## config.mk

```make
export PLATFORM = sky130hd
export DESIGN_NAME = prog_encoder_flat
export DESIGN_NICKNAME = d
export VERILOG_FILES = /design/src/rtl/prog_encoder_pkg.sv /design/src/rtl/prog_encoder_if.sv /design/src/rtl/prog_encoder_pack.sv /design/src/rtl/prog_encoder.sv /design/src/flat_wrapper.sv
export SDC_FILE = /design/constraint.sdc
export NUM_CORES = 1
export LEC_CHECK = 0
export CORE_MARGIN = 4
export CORE_UTILIZATION = 53
export CTS_BUF_LIST = sky130_fd_sc_hd__clkbuf_2 sky130_fd_sc_hd__clkbuf_4 sky130_fd_sc_hd__clkbuf_8
export CTS_CLUSTER_DIAMETER = 200
export DETAILED_ROUTE_END_ITERATION = 7
export PLACE_DENSITY_LB_ADDON = 0.3
export SLEW_MARGIN = 0
export SYNTH_ARGS = -nofsm -noshare
export SYNTH_HDL_FRONTEND = slang
export SYNTH_SLANG_ARGS = --single-unit
```

## constraint.sdc

```tcl
create_clock -name clk -period 3 [get_ports clk]
set_clock_uncertainty 0.15 [all_clocks]
set_input_delay 0.75 -clock clk [delete_from_list [all_inputs] [get_ports clk]]
set_output_delay 0.75 -clock clk [all_outputs]
set_load 0.05 [all_outputs]
```

## src/rtl/prog_encoder_pkg.sv

```systemverilog
// Opcode field definitions shared by the program encoder and any future assembler.
package opcode_pkg;

    localparam logic [1:0] CLS_IMM  = 2'b00;
    localparam logic [1:0] CLS_CAL  = 2'b01;
    localparam logic [1:0] CLS_COPY = 2'b10;
    localparam logic [1:0] CLS_COND = 2'b11;

    localparam logic [2:0] ALU_OR     = 3'd0;
    localparam logic [2:0] ALU_NAND   = 3'd1;
    localparam logic [2:0] ALU_NOR    = 3'd2;
    localparam logic [2:0] ALU_AND    = 3'd3;
    localparam logic [2:0] ALU_ADD    = 3'd4;
    localparam logic [2:0] ALU_SUB    = 3'd5;
    localparam logic [2:0] ALU_OP_MAX = 3'd5;

    localparam logic [2:0] REG_IO = 3'd6;

    typedef enum logic [1:0] {
        ST_IDLE = 2'b00,
        ST_RUN  = 2'b01,
        ST_FULL = 2'b10
    } state_t;

endpackage

```

## src/rtl/prog_encoder_if.sv

```systemverilog
// Request handshake and program-memory write port of the program encoder.
interface prog_encoder_if #(
    parameter int ADDR_W = 8
);
    logic              in_valid;
    logic              in_ready;
    logic [1:0]        in_class;
    logic [5:0]        in_field_a;
    logic [2:0]        in_field_b;
    logic              mem_wr_en;
    logic [ADDR_W-1:0] mem_wr_addr;
    logic [7:0]        mem_wr_data;
    logic              mem_ready;

    modport slave (
        input  in_valid, in_class, in_field_a, in_field_b, mem_ready,
        output in_ready, mem_wr_en, mem_wr_addr, mem_wr_data
    );

    modport master (
        output in_valid, in_class, in_field_a, in_field_b, mem_ready,
        input  in_ready, mem_wr_en, mem_wr_addr, mem_wr_data
    );
endinterface

```

## src/rtl/prog_encoder_pack.sv

```systemverilog
// Purely combinational packing of an instruction class and its fields into an opcode byte.
module opcode_pack
    import opcode_pkg::*;
(
    input  logic [1:0] op_class,
    input  logic [5:0] field_a,
    input  logic [2:0] field_b,
    output logic [7:0] op_byte,
    output logic       legal
);

    // Class-dependent bit packing; register 7 and ALU ops 6/7 do not exist
    always_comb begin
        op_byte = 8'h00;
        legal   = 1'b0;
        case (op_class)
            CLS_IMM: begin
                op_byte = {CLS_IMM, field_a};
                legal   = 1'b1;
            end
            CLS_CAL: begin
                op_byte = {CLS_CAL, 3'b000, field_b};
                legal   = (field_b <= ALU_OP_MAX);
            end
            CLS_COPY: begin
                op_byte = {CLS_COPY, field_a[2:0], field_b};
                legal   = (field_a[2:0] <= REG_IO) && (field_b <= REG_IO);
            end
            CLS_COND: begin
                op_byte = {CLS_COND, 3'b000, field_b};
                legal   = 1'b1;
            end
            default: begin
                op_byte = 8'h00;
                legal   = 1'b0;
            end
        endcase
    end

endmodule

```

## src/rtl/prog_encoder.sv

```systemverilog
// Session-based program writer: packs accepted requests into opcodes and streams them to memory.
module prog_encoder
    import opcode_pkg::*;
#(
    parameter int ADDR_W    = 8,
    parameter int DEPTH     = 256,
    parameter int BASE_ADDR = 0
) (
    input  logic            clk,
    input  logic            rst,
    input  logic            start,
    input  logic            finish,
    prog_encoder_if.slave   bus,
    output logic [ADDR_W:0] count,
    output logic            busy,
    output logic            full,
    output logic            done,
    output logic            err_range
);

    localparam int                CW      = ADDR_W + 1;
    localparam logic [CW-1:0]     DEPTH_C = CW'(DEPTH);
    localparam logic [CW-1:0]     ONE_C   = CW'(1);
    localparam logic [ADDR_W-1:0] BASE_C  = ADDR_W'(BASE_ADDR);

    state_t            state_r;
    state_t            state_s;
    logic [CW-1:0]     count_r;
    logic [ADDR_W-1:0] addr_r;
    logic [7:0]        data_r;
    logic              wr_en_r;
    logic              done_r;
    logic              err_r;
    logic [7:0]        pack_byte_s;
    logic              pack_legal_s;
    logic [CW-1:0]     occupancy_s;
    logic              ready_s;
    logic              accept_s;
    logic              commit_s;
    logic              leave_s;

    opcode_pack u_pack (
        .op_class (bus.in_class),
        .field_a  (bus.in_field_a),
        .field_b  (bus.in_field_b),
        .op_byte  (pack_byte_s),
        .legal    (pack_legal_s)
    );

    // The pending byte counts against DEPTH so a session never over-writes
    assign occupancy_s = count_r + {{(CW-1){1'b0}}, wr_en_r};
    assign ready_s     = (state_r == ST_RUN) && (!wr_en_r || bus.mem_ready) && (occupancy_s < DEPTH_C);
    assign accept_s    = bus.in_valid && ready_s;
    assign commit_s    = wr_en_r && bus.mem_ready;
    assign leave_s     = finish && !start && (state_r != ST_IDLE);

    // Next-state selection; start has priority over finish
    always_comb begin
        state_s = state_r;
        if (start) begin
            state_s = ST_RUN;
        end else if (leave_s) begin
            state_s = ST_IDLE;
        end else if ((state_r == ST_RUN) && commit_s && ((count_r + ONE_C) == DEPTH_C)) begin
            state_s = ST_FULL;
        end else begin
            state_s = state_r;
        end
    end

    // Session state register
    always_ff @(posedge clk or negedge rst) begin
        if (!rst) begin
            state_r <= ST_IDLE;
        end else begin
            state_r <= state_s;
        end
    end

    // One-entry output stage plus session counters and flags
    always_ff @(posedge clk or negedge rst) begin
        if (!rst) begin
            wr_en_r <= 1'b0;
            addr_r  <= BASE_C;
            data_r  <= 8'h00;
            count_r <= '0;
            err_r   <= 1'b0;
            done_r  <= 1'b0;
        end else if (start) begin
            wr_en_r <= 1'b0;
            addr_r  <= BASE_C;
            count_r <= '0;
            err_r   <= 1'b0;
            done_r  <= 1'b0;
        end else begin
            done_r <= leave_s;
            if (commit_s) begin
                count_r <= count_r + ONE_C;
                addr_r  <= addr_r + ADDR_W'(1);
            end
            if (accept_s && pack_legal_s) begin
                wr_en_r <= 1'b1;
                data_r  <= pack_byte_s;
            end else if (commit_s) begin
                wr_en_r <= 1'b0;
            end
            if (accept_s && !pack_legal_s) begin
                err_r <= 1'b1;
            end
        end
    end

    assign bus.in_ready    = ready_s;
    assign bus.mem_wr_en   = wr_en_r;
    assign bus.mem_wr_addr = addr_r;
    assign bus.mem_wr_data = data_r;
    assign count           = count_r;
    assign busy            = (state_r != ST_IDLE);
    assign full            = (count_r == DEPTH_C);
    assign done            = done_r;
    assign err_range       = err_r;

endmodule

```

## src/flat_wrapper.sv

```systemverilog
// flat-port wrapper written by rule: the top's interface ports become plain ports
module prog_encoder_flat import opcode_pkg::*;
#(
    parameter int ADDR_W    = 8,
    parameter int DEPTH     = 256,
    parameter int BASE_ADDR = 0
)
  (clk, rst, start, finish, count, busy, full, done, err_range, bus_in_valid, bus_in_class, bus_in_field_a, bus_in_field_b, bus_mem_ready, bus_in_ready, bus_mem_wr_en, bus_mem_wr_addr, bus_mem_wr_data);
  prog_encoder_if #(.ADDR_W(ADDR_W)) bus_i ();
  input  logic clk;
  input  logic rst;
  input  logic start;
  input  logic finish;
  output logic [ADDR_W:0] count;
  output logic busy;
  output logic full;
  output logic done;
  output logic err_range;
  input wire logic [$bits(bus_i.in_valid)-1:0] bus_in_valid;
  input wire logic [$bits(bus_i.in_class)-1:0] bus_in_class;
  input wire logic [$bits(bus_i.in_field_a)-1:0] bus_in_field_a;
  input wire logic [$bits(bus_i.in_field_b)-1:0] bus_in_field_b;
  input wire logic [$bits(bus_i.mem_ready)-1:0] bus_mem_ready;
  output wire logic [$bits(bus_i.in_ready)-1:0] bus_in_ready;
  output wire logic [$bits(bus_i.mem_wr_en)-1:0] bus_mem_wr_en;
  output wire logic [$bits(bus_i.mem_wr_addr)-1:0] bus_mem_wr_addr;
  output wire logic [$bits(bus_i.mem_wr_data)-1:0] bus_mem_wr_data;
  assign bus_i.in_valid = bus_in_valid;
  assign bus_i.in_class = bus_in_class;
  assign bus_i.in_field_a = bus_in_field_a;
  assign bus_i.in_field_b = bus_in_field_b;
  assign bus_i.mem_ready = bus_mem_ready;
  assign bus_in_ready = bus_i.in_ready;
  assign bus_mem_wr_en = bus_i.mem_wr_en;
  assign bus_mem_wr_addr = bus_i.mem_wr_addr;
  assign bus_mem_wr_data = bus_i.mem_wr_data;
  prog_encoder #(.ADDR_W(ADDR_W), .DEPTH(DEPTH), .BASE_ADDR(BASE_ADDR)) u_core (.clk(clk), .rst(rst), .start(start), .finish(finish), .bus(bus_i), .count(count), .busy(busy), .full(full), .done(done), .err_range(err_range));
endmodule
```

==> impl_summary.md, run 1 <==
STA
At the pin with the least slew margin, the transition time is 0.520 ns. The number of pins exceeding their max-slew limit in the final report is 0. Setup repair after global routing left no endpoint under its margin. Setup violations remaining at the end of the flow were counted as 0. Based on the critical path, the design can be clocked at up to 356 MHz. The worst path uses 93.6% of the clock period. Summed over all failing endpoints, the final setup total negative slack is 0 ns. The time the worst path needs with I/O delays and setup is 2.81 ns. The relative slew slack is 65.2%. The hold violation total from the final report is 0.

Synth
The number of nets in the synthesized netlist is 202. Among all flip-flop cells after synthesis, the most frequent one is sky130_fd_sc_hd__dfrtp_1. In this run, synthesis produced a sequential element count of 30. The top cell type by total area after synthesis is sky130_fd_sc_hd__dfrtp_1.

By instance count, the leading cell after synthesis is sky130_fd_sc_hd__dfrtp_1. Ranked by instance count, the synthesized netlist is headed by 30 x sky130_fd_sc_hd__dfrtp_1, 22 x sky130_fd_sc_hd__nor2_1, 21 x sky130_fd_sc_hd__nand2_1. After synthesis, the cell types taking the most area are sky130_fd_sc_hd__dfrtp_1 44%, sky130_fd_sc_hd__ha_1 5.9%, sky130_fd_sc_hd__nor2_1 4.8%. Counting flops with an async set or reset pin after synthesis yields a share of 100%. The per-instance average area after synthesis is 9.63 um^2. The distinct cell type count of the synthesized netlist is 40. Yosys mapped a number of flops with a built-in enable equal to 0. The number of standard cells after synthesis is 177. The count of yosys warnings during synthesis is 0. The sequential-to-total area share from yosys stat is 44.1%. Summed over its instances, the top area cell type makes up 44.1% of the synthesized netlist area. The synthesized netlist occupies a cell area of 1700 um^2.

Setup path
In this run the critical register-to-register path is captured at u_core.bus.mem_wr_data[3]. Together, buffers and inverters on the worst path number 1. Traced cell by cell, the critical path runs through nand4_2 -> nor3_2 -> xnor2_2 -> and3_2 -> buf_12. At the worst endpoint, the required time is 2.10 ns. The biggest fanout along the worst timing path is 10. In this design, the stage delay of the slowest critical-path cell is 0.57 ns. The number of cells on the worst reg-to-reg path is 5. The worst setup path is of the reg2out kind. The launching element type of the critical path is a flop. Data arrives at the worst endpoint at 1.91 ns. In this run the critical register-to-register path is launched from u_core.count[0]. STA classifies the critical path endpoint as an output port. For flop-to-flop paths, the worst setup slack is 1.01 ns.

The kind of cell with the highest combined delay on the critical path is simple AND/OR/NAND/NOR gates. The library cell contributing the largest single delay on the critical path is sky130_fd_sc_hd__dfrtp_1.

Drt
After detailed routing, the number of vias per cell comes to 5.38. Across all layers, the routed design uses 1470 vias. The number of detailed-route iterations in the first pass is 4. In the final routed layout, each cell accounts on average for 15.1 um. In this run, the number of DRC markers left after iteration 0 of detailed routing was 53.

For this block, the routed nets add up to 4.13 mm of wire. Once detail routing completed, the nets flagged for antenna violations numbered 0. In the routed design, unresolved DRC markers number 0.

CTS
TritonCTS built the clock tree. CTS placed an instance of sky130_fd_sc_hd__clkbuf_4 at the clock tree root. The number of sinks handled by clock tree synthesis is 30. The count of instances resized after the clock tree is built is 0. At the later pin of the worst-skew pair, clock insertion delay measures 0.34 ns. The maximum root-to-sink buffer count is 2. The number of levels in the clock H-tree is 2. For this design, the CTS-stage hold fixing added 0 buffers. In this run the post-CTS setup repair buffer count came out at 0.

Clock-pin slew was measured on the worst setup and hold paths at 0.10 ns. The number of buffers created by CTS is 5.

Min path
The worst hold path begins at u_core.bus.mem_wr_data[0]. Along the worst hold path, the cell count comes to 1. The path class of the tightest hold or removal check is reg2reg.

The endpoint of the worst hold path is u_core.bus.mem_wr_data[0].

Flow run
The max capacitance violation total is 0.

Floorplan
The floorplan step defined a die boundary enclosing 4190 um^2. The starting density of the core is 55.8%. The number of rows created at floorplan is 20. The chip width is 64.7 um. The die boundary height is 64.7 um. Pin placement for this block handled 48 I/O pins. The placeable core region is 3050 um^2.

Outcome
The run finished with clean final reports.

GRT
For this run the aggregate overflow at the end of global routing stands at 0. The initial antenna violation count is 0. Entering global routing, the biggest net connects 31 pins.

The first global-routing pass estimated 7.03 mm of wire. The total routing usage reported by global routing is 21.7%. The number of global-route vias before repair is 1542.

Placed design
Once placement completed, the tool counted placed cells totaling 265. The post-detailed-placement half-perimeter wirelength is 3.06 mm. The placer's final routability congestion estimate is 0.837. During placement, the flow inserted port buffers numbering 47.

Finish
For this run, the post-layout net count is 253. The antenna cell count is 0. The finished layout holds 273 standard cells, fillers aside. Cells with a size suffix above 1 make up 12.2% of the layout. From synthesis to final layout, the design area changed by 37.1%.

Power and ir drop
The static power due to leakage is 1.04 nW. VDD sags by at most 382 uV. The power per unit of standard cell area is 518 nW/um^2.
[worst reg2reg max path, cell delays in order (launching register included)]
cell and delay [ns]:
sky130_fd_sc_hd__dfrtp_1 0.57, sky130_fd_sc_hd__nand4_2 0.17, sky130_fd_sc_hd__nor3_2 0.26, sky130_fd_sc_hd__xnor2_2 0.18
sky130_fd_sc_hd__nand4b_4 0.23, sky130_fd_sc_hd__mux2_2 0.33
[through the flow]
stage                     setup slack (ns)  power, mW  hold slack [ns]  area, um^2  utilization, %
after detailed placement           0.00224      0.792            0.352        2220            72.9
after floorplan                      0.279      0.659            0.304        1700               -
final                                0.193       1.21            0.370        2340            76.5
after global placement               0.114      0.781            0.338        2220            72.9
after CTS                            0.173       1.22            0.375        2340            76.5
after global routing                0.0564       1.26            0.393        2340            76.5
[how the worst max path moves through the flow]
stage                     cells past startpoint  slack, ns                         to       startpoint
after floorplan                               5       0.28               bus_in_ready  u_core.count[0]
after global placement                        7       0.11  u_core.bus.mem_wr_data[5]  bus_in_class[0]
after detailed placement                      7      0.002  u_core.bus.mem_wr_data[3]  bus_in_class[0]
after CTS                                     5       0.17               bus_in_ready  u_core.count[0]
after global routing                          5       0.06               bus_in_ready  u_core.count[0]
final                                         5       0.19               bus_in_ready  u_core.count[0]
[sequential cells by signal, summed over array words and instances (netlist names)]
register / cells
u_core.bus.mem_wr_en: 1
u_core.state_r: 2
u_core.err_range: 1
u_core.bus.mem_wr_addr: 8
u_core.done: 1
u_core.bus.mem_wr_data: 8
u_core.count: 9
[power by group]
part / switching [mW] / total, mW / internal (mW)
Sequential: 0.0213 / 0.459 / 0.438
Clock: 0.147 / 0.429 / 0.282
Combinational: 0.199 / 0.323 / 0.124
Total: 0.367 / 1.21 / 0.844
[layout by cell type (no fill, tap or decap), drive strengths merged, types with 7 or more instances in the layout]
master,instances
a21oi,8
clkdlybuf4s50,45
dfrtp,30
ha,8
inv,7
mux2,7
nand2,21
nand4,8
nor2,22
o21ai,7
xor2,8
[area by class of cell]
cell class | instances | area [um^2]
Tap cell | 44 | 55.1
Timing Repair Buffer | 51 | 508
Multi-Input combinational cell | 133 | 885
Sequential cell | 30 | 751
Inverter | 7 | 26.3
Clock buffer | 6 | 51.3
Fill cell | 217 | 717
Clock inverter | 2 | 60.1
[cells by family after synthesis]
| group | Yosys count | synth area share (%) |
|---|---|---|
| mux | 8 | 5.21 |
| xor+xnor | 14 | 7.64 |
| compound gates | 23 | 8.00 |
| fa+ha+maj | 8 | 5.87 |
| buf+inv | 14 | 4.04 |
| simple gates | 80 | 25.2 |
| flops | 30 | 44.1 |
[metal layers]
layer	up-vias	GRT usage [%]	part of all wire [%]
met3	11	5.72	5.6
met4	0	8.18	1.9
met2	47	38.3	50
met5	-	0	0
met1	705	24.9	43
li1	707	-	-
Note: power is estimated with default switching activity, not from simulation.
==> run 2: changes to the inputs <==
- CORE_UTILIZATION: 53 -> 35
==> impl_summary.md, run 2 (synthesis gave the netlist of run 1 again) <==
STA
The hold violation total from the final report is 0 (unchanged). Setup repair after global routing left no endpoint under its margin. The maximum frequency from static timing analysis is 362 MHz (+1.7%). The final-report setup violation count is 0 (unchanged). The final worst slack is 0.239 ns (+0.0462 ns).

The actual slew at the worst max-slew pin was 0.520 ns (+0.000721 ns). The number of pins exceeding their max-slew limit in the final report is 0 (unchanged). The time the worst path needs with I/O delays and setup was 2.76 ns (-0.0462 ns).

The final worst-path cycle share is 92.0% (-1.5 points). The setup total negative slack was 0 ns (unchanged). The relative slew slack is 65.2% (about the same).

Finish
The library cell used most frequently in the layout, excluding fill and tap cells, is sky130_fd_sc_hd__clkdlybuf4s50_1. The top cell types in the final layout, fill and taps aside, are 45 x sky130_fd_sc_hd__clkdlybuf4s50_1, 30 x sky130_fd_sc_hd__dfrtp_1, 22 x sky130_fd_sc_hd__nor2_1. The filler cell count is 447 (+110%). The number of nets in the final layout is 252 (-0.40%). The area growth from synthesis to layout is 37.4%. The cell area after layout is 2340 um^2 (+0.21%). The number of flip-flops under the largest register name came to 9 (unchanged). The utilization after layout is 49.6% (-27 points). The fraction of layout instances using a drive strength above 1 is 11.8% (-0.38 points). The antenna cell count is 0 (unchanged).

Floorplan
The I/O pin count came to 48 (unchanged). The die boundary height came to 77.8 um (+20%). The overall die area is 6050 um^2 (+44%). The starting density of the core is 36.1% (-20 points).

The number of rows created at floorplan was 25 (+25%). The chip width was 77.8 um (+20%). The placeable core region came to 4720 um^2 (+55%).

CTS
The number of buffers created by CTS was 5 (unchanged). The post-CTS setup-driven buffer insertion count is 0 (unchanged). The number of levels in the clock H-tree was 2 (unchanged). The TritonCTS clock tree is built.

The number of sinks handled by clock tree synthesis came to 30 (unchanged). CTS placed an instance of sky130_fd_sc_hd__clkbuf_8 at the clock tree root. The count of instances resized after the clock tree is built is 0 (unchanged). The clock-pin slew reported for the worst setup and hold paths after clock tree synthesis is 0.06 ns (-0.04 ns). The maximum root-to-sink buffer count is 2 (unchanged). The worst-skew pair later-pin latency is 0.28 ns (-0.06 ns). The hold buffer count at cts came to 0 (unchanged).

Drt
The residual antenna-violating net count after detailed routing is 0 (unchanged). The post-detailed-route via-to-cell ratio came to 4.76 (-12%). The vias after detailed routing is 1404 (-4.5%).

The total routed wirelength is 3.79 mm (-8.2%). The DRC violation count after routing is 0 (unchanged). The routed length per instance was 12.8 um (-15%).

The number of detailed-route iterations in the first pass was 4 (unchanged). The first-iteration detailed-routing DRC count was 64 (+21%).

Power and ir drop
The part of the total power dissipated in the clock network is 30.5% (-4.9 points). The peak supply drop is 246 uV (-36%). The switching power share of the total was 32.3% (+2.0 points). The share of total power in sequential cells came to 41.1% (+3.2 points). The part of the power in combinational logic is 28.3% (+1.6 points). The cell-internal power came to 0.754 mW (-11%). The power per unit of standard cell area is 476 nW/um^2 (-8.2%). The static power due to leakage is 1.03 nW (-1.1%). The net switching power came to 0.360 mW (-1.8%).

GRT
The pin count of the biggest net entering global routing is 31 (unchanged). The initial antenna violation count is 0 (unchanged). The total routing usage reported by global routing was 13.4% (-8.3 points). The overflow left after global routing is 0 (unchanged). The global-route wire length before repair is 6.49 mm (-7.7%). The number of global-route vias before repair came to 1356 (-12%).

Min path
The worst min-delay path category is reg2reg. The worst hold path terminates at u_core.bus.mem_wr_data[3]. The number of cells on the worst hold path was 1 (unchanged).

The worst hold path begins at u_core.bus.mem_wr_data[3].

Placed design
The count of buffers inserted at the top-level ports is 47 (unchanged). The placer's final routability congestion estimate is 0.772 (-7.7%). The cell area after placement is 2250 um^2 (+0.96%). The post-placement setup slack was 0.00633 ns (+0.00410 ns). The post-detailed-placement half-perimeter wirelength came to 2.77 mm (-9.2%).

Outcome
The run finished with clean final reports.

Setup path
The cell depth of the worst flop-to-flop path is 5 (unchanged). In this run the critical register-to-register path is captured at u_core.bus.mem_wr_data[3]. The maximum single-stage delay on the critical path was 0.55 ns (-0.02 ns).

The launching element type of the critical path is a flop. Among all stages on the critical path, the largest delay is contributed by sky130_fd_sc_hd__dfrtp_1. The minimum setup slack among reg-to-reg paths is 1.01 ns (about the same). STA classifies the critical path endpoint as an output port. The source of the worst register-to-register timing path is u_core.count[0]. The buffer and inverter count on the worst path is 1 (unchanged). The path type of the worst setup path is reg2out. The signal on the critical path passes through nand4_2 -> nor3_2 -> xnor2_2 -> and3_2 -> buf_12. The biggest fanout along the worst timing path is 10 (unchanged).

The required time at the endpoint of the critical path is 2.10 ns (about the same). Broken down by cell family, the worst path's largest delay share belongs to simple AND/OR/NAND/NOR gates. The data arrival time of the critical path is 1.86 ns (-0.05 ns).

Flow run
The max capacitance violation total is 0 (unchanged).
## run 2: cell types whose count changed in the layout (fill, tap and decap cells not counted), sizes merged
| cell | change |
|---|---|
| buf | -1 |
| clkinv | +1 |
| bufinv | -2 |
| clkbuf | +1 |
## run 2: worst max path at each step
stage / end / slack (ns) / cells past startpoint / from
floorplan: bus_in_ready / 0.28 / 5 / u_core.count[0]
detailed placement: u_core.bus.mem_wr_data[3] / 0.006 / 7 / bus_in_class[0]
finish: bus_in_ready / 0.24 / 5 / u_core.count[0]
global route: bus_in_ready / 0.09 / 5 / u_core.count[0]
CTS: bus_in_ready / 0.21 / 5 / u_core.count[0]
global placement: u_core.bus.mem_wr_data[4] / 0.04 / 7 / bus_in_class[0]
## run 2: power by group through the flow
| stage | registers, mW | clock network [mW] | logic (mW) |
|---|---|---|---|
| floorplan | 0.581 | 0 | 0.0789 |
| global placement | 0.466 | 0 | 0.316 |
| detailed placement | 0.466 | 0 | 0.320 |
| CTS | 0.459 | 0.353 | 0.320 |
| global route | 0.462 | 0.370 | 0.333 |
| finish | 0.459 | 0.340 | 0.316 |
## run 2: through the flow
| step | std cells | hold slack [ns] | power [mW] |
|---|---|---|---|
| final | 295 | 0.354 | 1.11 |
| after global routing | 295 | 0.374 | 1.17 |
| after CTS | 295 | 0.357 | 1.13 |
| after detailed placement | 287 | 0.343 | 0.786 |
| after global placement | 287 | 0.339 | 0.782 |
| after floorplan | 177 | 0.304 | 0.659 |
## run 2: cell type report
type,instances,area [um^2],area share [%]
inverter,7,26.3,1.12
tap,67,83.8,3.58
clock buffer,7,90.1,3.85
sequential,30,751,32.1
clock inverter,1,5.00,0.214
timing repair buffer,50,500,21.4
multi-input combinational,133,885,37.8
## run 2: layer usage
| metal | vias to the layer above | GRT usage [%] | share of wire (%) |
|---|---|---|---|
| li1 | 707 | - | - |
| met2 | 32 | 20.7 | 47 |
| met5 | - | 0 | 0 |
| met4 | 0 | 4.80 | 1.6 |
| met3 | 6 | 4.64 | 5.9 |
| met1 | 659 | 17.3 | 45 |
